## src/rtl/kb_pkg.sv

```systemverilog
// Shared scan-code constants and decoder state encoding for the keyboard stream.
package kb_pkg;

  localparam logic [7:0] SC_LSHIFT = 8'h12;
  localparam logic [7:0] SC_RSHIFT = 8'h59;
  localparam logic [7:0] SC_CAPS   = 8'h58;
  localparam logic [7:0] SC_BRK    = 8'hF0;
  localparam logic [7:0] SC_EXT    = 8'hE0;

  typedef enum logic [1:0] {
    ST_IDLE,
    ST_BRK,
    ST_EXT,
    ST_EXT_BRK
  } kb_state_e;

endpackage

```

## src/rtl/scan2ascii_rom.sv

```systemverilog
// Combinational PS/2 set-2 make code to ASCII lookup; unmapped codes give 0x00.
module scan2ascii_rom (
  input  logic [7:0] scan_code,
  output logic [7:0] unshifted,
  output logic [7:0] shifted,
  output logic       is_letter
);

  logic [7:0] lower;

  always_comb begin
    lower = 8'h00;
    case (scan_code)
      8'h1C: lower = "a";  8'h32: lower = "b";  8'h21: lower = "c";  8'h23: lower = "d";
      8'h24: lower = "e";  8'h2B: lower = "f";  8'h34: lower = "g";  8'h33: lower = "h";
      8'h43: lower = "i";  8'h3B: lower = "j";  8'h42: lower = "k";  8'h4B: lower = "l";
      8'h3A: lower = "m";  8'h31: lower = "n";  8'h44: lower = "o";  8'h4D: lower = "p";
      8'h15: lower = "q";  8'h2D: lower = "r";  8'h1B: lower = "s";  8'h2C: lower = "t";
      8'h3C: lower = "u";  8'h2A: lower = "v";  8'h1D: lower = "w";  8'h22: lower = "x";
      8'h35: lower = "y";  8'h1A: lower = "z";
      default: lower = 8'h00;
    endcase
  end

  always_comb begin
    is_letter = (lower != 8'h00);
    unshifted = 8'h00;
    shifted   = 8'h00;
    if (is_letter) begin
      unshifted = lower;
      shifted   = lower - 8'h20;
    end else begin
      case (scan_code)
        8'h16: begin unshifted = "1"; shifted = "!"; end
        8'h1E: begin unshifted = "2"; shifted = "@"; end
        8'h26: begin unshifted = "3"; shifted = "#"; end
        8'h25: begin unshifted = "4"; shifted = "$"; end
        8'h2E: begin unshifted = "5"; shifted = "%"; end
        8'h36: begin unshifted = "6"; shifted = "^"; end
        8'h3D: begin unshifted = "7"; shifted = "&"; end
        8'h3E: begin unshifted = "8"; shifted = "*"; end
        8'h46: begin unshifted = "9"; shifted = "("; end
        8'h45: begin unshifted = "0"; shifted = ")"; end
        8'h4E: begin unshifted = "-"; shifted = "_"; end
        8'h55: begin unshifted = "="; shifted = "+"; end
        8'h29: begin unshifted = " "; shifted = " "; end
        8'h5A: begin unshifted = 8'h0D; shifted = 8'h0D; end
        default: begin unshifted = 8'h00; shifted = 8'h00; end
      endcase
    end
  end

endmodule

```

## src/rtl/kb_ascii_stream.sv

```systemverilog
// PS/2 scan-code decoder with shift/caps tracking feeding a show-ahead FIFO to the UART.
// Caps lock support is compiled in with KB_CAPS_LOCK_EN.
module kb_ascii_stream
  import kb_pkg::*;
#(
  parameter int         FIFO_AW  = 4,
  parameter logic [7:0] BRK_CODE = SC_BRK,
  parameter logic [7:0] EXT_CODE = SC_EXT
) (
  input  logic             clk,
  input  logic             reset,
  input  logic             scan_valid,
  input  logic [7:0]       scan_code,
  input  logic             tx_full,
  output logic             wr_uart,
  output logic [7:0]       ascii_out,
  output logic             shift_active,
  output logic             caps_active,
  output logic             overflow,
  output logic [FIFO_AW:0] fifo_count
);

  localparam int               DEPTH    = 1 << FIFO_AW;
  localparam logic [FIFO_AW:0] FULL_CNT = {1'b1, {FIFO_AW{1'b0}}};

  kb_state_e  state_q, state_d;
  logic       lshift_q, lshift_d, rshift_q, rshift_d;
  logic       caps_s;
  logic [7:0] chr_q, chr_d;
  logic       chr_vld_q, chr_vld_d;
  logic [7:0] rom_un, rom_sh;
  logic       rom_letter;

`ifdef KB_CAPS_LOCK_EN
  logic caps_q, caps_d;
  assign caps_s = caps_q;
`else
  assign caps_s = 1'b0;
`endif

  scan2ascii_rom u_rom (
    .scan_code (scan_code),
    .unshifted (rom_un),
    .shifted   (rom_sh),
    .is_letter (rom_letter)
  );

  assign shift_active = lshift_q | rshift_q;
  assign caps_active  = caps_s;

  always_comb begin
    state_d   = state_q;
    lshift_d  = lshift_q;
    rshift_d  = rshift_q;
    chr_d     = 8'h00;
    chr_vld_d = 1'b0;
`ifdef KB_CAPS_LOCK_EN
    caps_d    = caps_q;
`endif
    if (scan_valid) begin
      case (state_q)
        ST_IDLE: begin
          if (scan_code == BRK_CODE)       state_d  = ST_BRK;
          else if (scan_code == EXT_CODE)  state_d  = ST_EXT;
          else if (scan_code == SC_LSHIFT) lshift_d = 1'b1;
          else if (scan_code == SC_RSHIFT) rshift_d = 1'b1;
`ifdef KB_CAPS_LOCK_EN
          else if (scan_code == SC_CAPS)   caps_d   = ~caps_q;
`endif
          else begin
            // Caps only flips letters; punctuation follows shift alone.
            if (rom_letter) chr_d = (shift_active ^ caps_s) ? rom_sh : rom_un;
            else            chr_d = shift_active ? rom_sh : rom_un;
            chr_vld_d = (chr_d != 8'h00);
          end
        end
        ST_BRK: begin
          if (scan_code == SC_LSHIFT) lshift_d = 1'b0;
          if (scan_code == SC_RSHIFT) rshift_d = 1'b0;
          state_d = ST_IDLE;
        end
        ST_EXT:  state_d = (scan_code == BRK_CODE) ? ST_EXT_BRK : ST_IDLE;
        default: state_d = ST_IDLE;
      endcase
    end
  end

  always_ff @(posedge clk or posedge reset) begin
    if (reset) begin
      state_q   <= ST_IDLE;
      lshift_q  <= 1'b0;
      rshift_q  <= 1'b0;
      chr_q     <= 8'h00;
      chr_vld_q <= 1'b0;
`ifdef KB_CAPS_LOCK_EN
      caps_q    <= 1'b0;
`endif
    end else begin
      state_q   <= state_d;
      lshift_q  <= lshift_d;
      rshift_q  <= rshift_d;
      chr_q     <= chr_d;
      chr_vld_q <= chr_vld_d;
`ifdef KB_CAPS_LOCK_EN
      caps_q    <= caps_d;
`endif
    end
  end

  logic [7:0]         mem_q [DEPTH];
  logic [FIFO_AW-1:0] wptr_q, rptr_q;
  logic [FIFO_AW:0]   cnt_q;
  logic               ovf_q;
  logic               empty, full, push, pop;

  assign empty      = (cnt_q == '0);
  assign full       = (cnt_q == FULL_CNT);
  assign pop        = !empty && !tx_full;
  // A full FIFO still accepts a write when the same cycle pops the head.
  assign push       = chr_vld_q && (!full || pop);
  assign wr_uart    = pop;
  assign ascii_out  = empty ? 8'h00 : mem_q[rptr_q];
  assign overflow   = ovf_q;
  assign fifo_count = cnt_q;

  always_ff @(posedge clk) begin
    if (push) mem_q[wptr_q] <= chr_q;
  end

  always_ff @(posedge clk or posedge reset) begin
    if (reset) begin
      wptr_q <= '0;
      rptr_q <= '0;
      cnt_q  <= '0;
      ovf_q  <= 1'b0;
    end else begin
      if (push) wptr_q <= wptr_q + 1'b1;
      if (pop)  rptr_q <= rptr_q + 1'b1;
      case ({push, pop})
        2'b10:   cnt_q <= cnt_q + 1'b1;
        2'b01:   cnt_q <= cnt_q - 1'b1;
        default: cnt_q <= cnt_q;
      endcase
      if (chr_vld_q && !push) ovf_q <= 1'b1;
    end
  end

endmodule

```

## config.mk

```make
export PLATFORM = sky130hd
export DESIGN_NAME = kb_ascii_stream
export DESIGN_NICKNAME = d
export VERILOG_FILES = /design/src/rtl/kb_pkg.sv /design/src/rtl/scan2ascii_rom.sv /design/src/rtl/kb_ascii_stream.sv
export SDC_FILE = /design/constraint.sdc
export NUM_CORES = 1
export LEC_CHECK = 0
export ABC_CLOCK_PERIOD_IN_PS = 4210
export BUFFER_PORTS_ARGS = -buffer_cell sky130_fd_sc_hd__clkbuf_2
export CORE_ASPECT_RATIO = 1.5
export CORE_MARGIN = 2
export CORE_UTILIZATION = 66
export DETAILED_ROUTE_END_ITERATION = 8
export GPL_TIMING_DRIVEN = 0
export PLACE_DENSITY_LB_ADDON = 0.2
export SLEW_MARGIN = 0
export SYNTH_ARGS = -nofsm -noshare
export SYNTH_HDL_FRONTEND = slang
export SYNTH_SLANG_ARGS = --single-unit
```

## constraint.sdc

```tcl
create_clock -name clk -period 4.21 [get_ports clk]
set_input_delay 0.842 -clock clk [delete_from_list [all_inputs] [get_ports clk]]
set_output_delay 0.842 -clock clk [all_outputs]
set_load 0.02 [all_outputs]
```

# Word-level counts from Yosys, hierarchy flattened
# Memory sizes are Yosys's and may differ from the RTL's.
# Cells that the tools add are included.
[word_totals]
rom_bits = 896
mem_count = 2
mem_bits_rw = 128
elab_cells = 108
output_inout_bits = 17
inputBits = 12
latch_bits = 0
reg_bits = 27
[mem_list]
columns = ["name", "words", "width", "read_ports", "rd_ports_with_merged_regs", "wr", "line_no", "source"]
rows = [
  ["(no name shown)", 128, 7, 1, 0, 0, "scan2ascii_rom.sv:13", "case (scan_code)"],
  ["mem_q", 16, 8, 1, 0, 1, "kb_ascii_stream.sv:110", "logic [7:0] mem_q [DEPTH];"],
]
[op_classes]
n_eq_ne = 31
bitwise = 1
n_shift = 0
n_mux = 43
multipliers = 0
div_mod_pow = 0
add_sub_neg = 5
n_reduce_logical = 17
order_cmp = 0
[ops]
columns = ["operator", "count"]
rows = [
  ["$mux W8", 17],
  ["$pmux W7 S14", 1],
  ["$pmux W6 S14", 1],
  ["$eq A8 B6 Y1 const B", 7],
  ["$eq A8 B7 Y1 const B", 6],
  ["$eq A8 B5 Y1 const B", 3],
  ["$mux W1", 17],
  ["$eq A8 B8 Y1 const B", 2],
  ["$reduce_bool A8 Y1", 2],
  ["$ne A2 B2 Y1 const B", 7],
  ["$pmux W5 S2", 1],
  ["$add A4 B1 Y4 const B", 2],
  ["$sub A8 B6 Y8 const B", 1],
  ["$reduce_and A7 Y1", 1],
  ["$mux W2", 3],
  ["$reduce_and A6 Y1", 1],
  ["$add A5 B1 Y5 const B", 1],
  ["$eq A5 B5 Y1 const B", 1],
  ["$logic_not A5 Y1", 1],
  ["$sub A5 B1 Y5 const B", 1],
  ["$eq A2 B1 Y1 const B", 2],
  ["$eq A2 B2 Y1 const B", 2],
  ["$logic_not A1 Y1", 4],
  ["$pmux W1 S2", 2],
  ["8 further kinds", 11],
]

# Logic depth before layout (Yosys ltp)
# Gate-level depths: netlist of the first run.
# An unclocked memory read counts as a cell.
[logic_depth]
ltp_word = 18
mapped_depth = 12
depth_no_buf = 12

# By module
# From an unflattened synthesis of the first run, not the netlist that was laid out.
[unflattened]
cells_unflattened = 557
area_unflattened_um2 = 7736.2
[by_module_without_submodules]
columns = ["mod", "n_inst", "seq_area_each_um2", "area_per_inst_um2", "cells_each"]
rows = [
  ["kb_ascii_stream", 1, 4519.3, 6438.7, 363],
  ["scan2ascii_rom", 1, 0.0, 1297.5, 194],
]

# Least setup slack after synthesis of the first run
# No wires, ideal clock.
[synth_timing]
path_type = "register to output"
start = "register rptr_q[0]"
end = "output ascii_out[0]"
arrival_ns = 2.140
slack_ns = 1.228
path_stages_with_launch = 6
required_ns = 3.368
path_cell_list = "dfrtp_1 -> clkbuf_1 -> buf_2 -> mux4_2 -> mux4_2 -> nor2b_1"
[synth_via]
elab_chain_cells = 2
[synth_rtl]
columns = ["item", "line_no", "source"]
rows = [
  ["from (decl)", "kb_ascii_stream.sv:111", "logic [FIFO_AW-1:0] wptr_q, rptr_q;"],
  ["from (signal assigned)", "kb_ascii_stream.sv:138", "if (pop) rptr_q <= rptr_q + 1'b1;"],
  ["$mem_v2 Z16 W8", "n/a", ""],
  ["$mux W8", "kb_ascii_stream.sv:122", "assign ascii_out = empty ? 8'h00 : mem_q[rptr_q];"],
  ["to (decl)", "kb_ascii_stream.sv:16", "output logic [7:0] ascii_out,"],
]
# No other way between the ends.

# Worst setup path after layout of the first run
[layout_timing]
start = "register rptr_q[0]"
end = "output ascii_out[3]"
# Same word-level chain as after synthesis.

==> flow_metrics.tcl, run 1 <==
set metrics [dict create \
    grt-ovfl-total 0 \
    synth_top_flop_cell "edfxtp_1" \
    ir_drop_mv 0.3776 \
    worstPathArrival_ns 3.14 \
    yosysWarnings 0 \
    fp-row-count 47 \
    critPathCaptureType "output port" \
    slowest_stage "mux4_2" \
    dp_hpwl_microns 12450 \
    synthTopCellsByArea "edfxtp_1, mux4_2, dfrtp_1" \
    start_util_pct 67.78 \
    antenna_left 0 \
    cts.hold.buffers_added 0 \
    power_density_nw_per_um2 603.2 \
    crit_path_max_incr_delay_ns 0.62 \
    relSlewSlack_pct 14.66 \
    syn_avg_cell_area_sq_um 15.00 \
    io_buffers 25 \
    worst_slew_pin_slew_ns 1.270 \
    finalSetupViolCount 0 \
    synth_seq_area_share_pct 60.63 \
    ctsResizeCount 0 \
    cts_made_buffers 17 \
    fmax_mhz 251.0 \
    crit_required_ns 3.37 \
    fin_crit_ns 3.984 \
    fin_skew_ns 0.01277 \
    vias 4699 \
    synth-edff-count 128 \
    path_cells "clkbuf_1 -> buf_2 -> mux4_2 -> mux4_2 -> nor2b_1 -> clkbuf_2" \
    drt-pass1-iter-count 5 \
    nets 569 \
    p_leak_nw 3.003 \
    drt_wl_total_microns 18190 \
    clk_pin_slew_ns 0.07 \
    grt_max_degree 28 \
    cts_root_buf "clkbuf_16" \
    die-area_sq_um 12180 \
    drv_slew 0 \
    die_width_microns 90.77 \
    rsz0062_at_grt "false" \
    cts_tree "built" \
    critical_path_class "reg2out" \
    fillers 631 \
    syn-num-nets 525 \
    wire_per_inst_microns 25.95 \
    cts_sinks 155 \
    cts_buffer_depth 2 \
    area_growth_pct 11.87 \
    hold_viol 0 \
    clock_insertion_delay_worst_skew_ns 0.42 \
    hp-class "reg2reg" \
    yosys.area.top_type "edfxtp_1" \
    diodes 0 \
    synthArstFlopShare_pct 17.42 \
    status "completed" \
    ys_ff_latch 155 \
    core_area_sq_um 11000 \
    yosysUniqueCellTypes 76 \
    crit_top_cell "mux4_2" \
    via_per_inst 6.703 \
    antenna_found_initial 0 \
    finish.utilization_pct 75.82 \
    syn_inst 497 \
    drc 0 \
    stdcell_count 701 \
    maxCapViolCount 0 \
    place.gp.congestion 0.9619 \
    critPathLaunchType "flip-flop" \
    htreeDepth 4 \
    dp.cells 669 \
    grtUsageTotal_pct 32.03 \
    fin_tns_setup_ns 0 \
    synth_top_area_share_pct 51.57 \
    period_share_pct 94.62 \
    syn_area_sq_um 7453 \
    die_y_microns 134.2 \
    grt_pass1_vias 4906 \
    drive_gt1_share_pct 24.55 \
    worst-path-max-fanout 10 \
    grt_pass1_wl_microns 28230 \
    drtIter0Drc 455 \
    post-cts-setup-buffer-count 0 \
    io-pin-count 29 \
]
metal layers:
layer	wire [microns]	vias to the layer above	track usage [%]
met5	0	-	0
met4	1010	0	18.55
met3	1124	60	5.787
met2	9892	269	57.05
met1	6163	2343	36.04
li1	-	2027	-
cell usage in the layout (no fill, tap or decap), types with 6 or more instances in the layout:
master,instances
a31oi_1,8
ha_1,15
mux4_2,40
dfrtp_1,27
nor3_1,6
edfxtp_1,128
nand2b_1,14
buf_6,6
inv_1,16
clkbuf_2,27
clkbuf_1,7
xnor2_1,8
a21oi_1,19
clkbuf_16,17
o21ai_0,9
nor2b_1,11
buf_2,8
nand3_1,7
nor2_1,38
nand2_1,22
path summary, 6_finish.rpt:
path,endpoint,cells after the start,slack [ns],from
min in group asynchronous,chr_q[7],2,0.67,reset
worst max register to register,fifo_count[4],12,1.00,fifo_count[1]
worst max-delay path,ascii_out[3],6,0.23,rptr_q[0]
max in group asynchronous,wptr_q[1],2,2.86,reset
worst min register to register,overflow,1,0.48,overflow
worst min-delay path,overflow,1,0.48,overflow
layout make-up:
type | instances | area, sq um | area share, %
Sequential cell | 155 | 4519 | 54.20
Multi-Input combinational cell | 295 | 2681 | 32.16
Clock buffer | 18 | 439.2 | 5.267
Buffer | 30 | 188.9 | 2.266
Tap cell | 147 | 183.9 | 2.206
Clock inverter | 14 | 136.4 | 1.636
Timing Repair Buffer | 25 | 125.1 | 1.501
Inverter | 17 | 63.81 | 0.7653
cells in the mapped netlist (all sizes together), types with 3 or more instances:
library cell  number
a211oi             3
a21o               4
a21oi             19
a31oi              8
and2               4
and4               3
buf               21
clkbuf             9
dfrtp             27
edfxtp           128
ha                15
inv               17
mux2               4
mux2i              4
mux4              40
nand2             23
nand2b            14
nand3              7
nand3b             4
nand4              4
nor2              38
nor2b             12
nor3               6
nor4b              4
o21a               3
o21ai             10
o31a               3
or3                3
or4                3
xnor2              8
critical path, delay by kind of cell, from the launching register on:
kind	cells	cell delay, ns
buffers and inverters	3	1.08
flip-flops	1	0.35
multiplexers	2	1.12
AND/OR/NAND/NOR	1	0.17
sequential cells by signal, indices dropped and copies added, names as in the netlist:
| signal | cells |
|---|---|
| chr_q | 8 |
| chr_vld_q | 1 |
| fifo_count | 5 |
| lshift_q | 1 |
| mem_q | 128 |
| overflow | 1 |
| rptr_q | 4 |
| rshift_q | 1 |
| state_q | 2 |
| wptr_q | 4 |
cells by family after synthesis:
family	after synthesis	synth area share, %
XOR/XNOR	10	1.175
AO/OA/AOI/OAI	79	7.756
multiplexers	48	13.23
flip-flops	155	60.63
buffers and inverters	47	3.391
AND/OR/NAND/NOR	141	10.98
adder cells (fa/ha/maj)	16	2.787
other	1	0.05031
per-stage QoR:
stage	total power, mW	hold WS, ns	area (sq um)	setup WS [ns]
4_1_cts	5.045	0.4695	8338	0.1409
3_3_place_gp	3.480	0.4525	7762	0.7133
2_1_floorplan	3.087	0.4726	7453	1.228
3_5_place_dp	3.561	0.4544	7762	0.6594
5_1_grt	5.205	0.5106	8338	0.04734
6_report	5.029	0.4836	8338	0.2264
power breakdown:
group,internal (mW),total (mW),switching [mW]
clock,0.841,1.47,0.626
combinational,0.726,1.65,0.928
sequential,1.81,1.91,0.0975
Power figures use the tool's default switching activity.
==> run 2, diff against run 1 <==
--- a/config.mk
+++ b/config.mk
@@ -8,8 +8,7 @@
 export ABC_CLOCK_PERIOD_IN_PS = 4210
 export BUFFER_PORTS_ARGS = -buffer_cell sky130_fd_sc_hd__clkbuf_2
 export CORE_ASPECT_RATIO = 1.5
-export CORE_MARGIN = 2
-export CORE_UTILIZATION = 66
+export CORE_UTILIZATION = 40
 export DETAILED_ROUTE_END_ITERATION = 8
 export GPL_TIMING_DRIVEN = 0
 export PLACE_DENSITY_LB_ADDON = 0.2
==> run 2 against run 1 <==
Net effect:
- routed wire length is 4.6% lower
- critical endpoint is now ascii_out[2]
- cell count is 15% higher
- via count is 4.4% lower
- global-route usage is 13 points lower
- highest routed layer unchanged
- clock power is 10% higher
- die area is 58% higher
- flip-flop and latch count stayed put
- combinational power is 3% lower
- worst setup slack better by 0.065 ns
- sequential share of layout area is 1.2 points lower
- power is 1.9% higher
==> flow_metrics.tcl, run 2 (synthesized netlist as in run 1, its figures left out) <==
set metrics [dict create \
    critPathCaptureType "output port" \
    drt-pass1-iter-count 5 \
    io-pin-count 29 \
    post-cts-setup-buffer-count 0 \
    worstPathArrival_ns 3.08 \
    drtIter0Drc 334 \
    grt_pass1_vias 4734 \
    io_buffers 25 \
    core_area_sq_um 18090 \
    worst_slew_pin_slew_ns 1.358 \
    place.gp.congestion 0.9069 \
    cts_buffer_depth 2 \
    maxCapViolCount 0 \
    crit_required_ns 3.37 \
    drt_wl_total_microns 17360 \
    finish.utilization_pct 47.16 \
    cts.hold.buffers_added 0 \
    worst-path-max-fanout 10 \
    start_util_pct 41.20 \
    largest_reg_flops 128 \
    final_cell_mix "edfxtp_1, mux4_2, nor2_1, clkbuf_2, dfrtp_1" \
    vias 4494 \
    drive_gt1_share_pct 24.68 \
    area_growth_pct 14.49 \
    drv_slew 0 \
    cts_sinks 155 \
    fp-row-count 60 \
    fin_crit_ns 3.919 \
    power_density_nw_per_um2 600.6 \
    fmax_mhz 255.2 \
    cts_root_buf "clkbuf_16" \
    regMostFlops "mem_q" \
    diodes 0 \
    die_width_microns 113.5 \
    finalSetupViolCount 0 \
    grt_pass1_wl_microns 26810 \
    wire_per_inst_microns 21.61 \
    crit_path_max_incr_delay_ns 0.62 \
    status "completed" \
    dp_hpwl_microns 12570 \
    fin_skew_ns 0.01383 \
    slowest_stage "mux4_2" \
    nets 570 \
    fin_tns_setup_ns 0 \
    layout_commonest_cell "edfxtp_1" \
    die_y_microns 169.2 \
    path_cells "clkbuf_1 -> buf_2 -> mux4_2 -> mux4_2 -> nor2b_1 -> clkbuf_2" \
    drc 0 \
    hp-class "reg2reg" \
    ir_drop_mv 0.3059 \
    antenna_found_initial 0 \
    die-area_sq_um 19190 \
    htreeDepth 4 \
    rsz0062_at_grt "false" \
    critical_path_class "reg2out" \
    clk_pin_slew_ns 0.06 \
    grt-ovfl-total 0 \
    cts_made_buffers 17 \
    ctsResizeCount 0 \
    critPathLaunchType "flip-flop" \
    clock_insertion_delay_worst_skew_ns 0.42 \
    crit_top_cell "mux4_2" \
    antenna_left 0 \
    relSlewSlack_pct 8.744 \
    period_share_pct 93.08 \
    via_per_inst 5.597 \
    grtUsageTotal_pct 19.38 \
    p_leak_nw 3.054 \
    cts_tree "built" \
    grt_max_degree 28 \
    hold_viol 0 \
]
## run 2: power breakdown
group | leakage (nW) | internal (mW) | switching (mW)
Combinational | 1.21 | 0.723 | 0.881
Sequential | 1.53 | 1.81 | 0.0891
Clock | 0.314 | 1.01 | 0.616
## run 2: final cells by class
cell class / instances / area, sq um
repair buffers: 26 / 130.1
well taps: 248 / 310.3
plain buffers: 30 / 188.9
inverters: 17 / 63.81
flip-flops and latches: 155 / 4519
clock buffers: 17 / 425.4
multi-input cells: 295 / 2686
clock inverters: 15 / 209.0
fillers: 1582 / 9559
## run 2: worst paths after layout
kind / from / endpoint / slack (ns) / cells after the start
min: overflow / overflow / 0.51 / 1
max: rptr_q[0] / ascii_out[2] / 0.29 / 6
max reg2reg: fifo_count[1] / fifo_count[4] / 1.18 / 12
min in group asynchronous: reset / fifo_count[2] / 0.66 / 2
min reg2reg: overflow / overflow / 0.51 / 1
max in group asynchronous: reset / chr_q[3] / 2.90 / 2
## run 2: stage by stage
| stage | hold WS [ns] | instances | total power, mW | instance area, sq um | worst slack [ns] |
|---|---|---|---|---|---|
| after global placement | 0.4936 | 770 | 3.529 | 7889 | 0.6058 |
| after detailed placement | 0.5050 | 770 | 3.566 | 7889 | 0.5281 |
| after global routing | 0.5407 | 803 | 5.358 | 8533 | 0.06616 |
| after CTS | 0.5299 | 802 | 5.183 | 8523 | 0.2013 |
| after floorplan | 0.4726 | 497 | 3.087 | 7453 | 1.228 |
| final | 0.5101 | 803 | 5.125 | 8533 | 0.2912 |
## run 2: layer usage
layer  global-route usage (%)  routed length (microns)  vias to the layer above  part of all wire [%]
met5                        0                        0                        -                     0
met4                    9.840                      552                        0                   3.2
met3                    2.607                      475                       33                   2.7
met2                    37.96                    10070                      123                    58
met1                    19.68                     6253                     2306                    36
li1                         -                        -                     2032                     -
## run 2: critical path: cells and delay by family (launching register included)
family	cells	cell delay [ns]
buffers and inverters	3	1.06
multiplexers	2	1.10
AND/OR/NAND/NOR	1	0.15
flip-flops	1	0.36
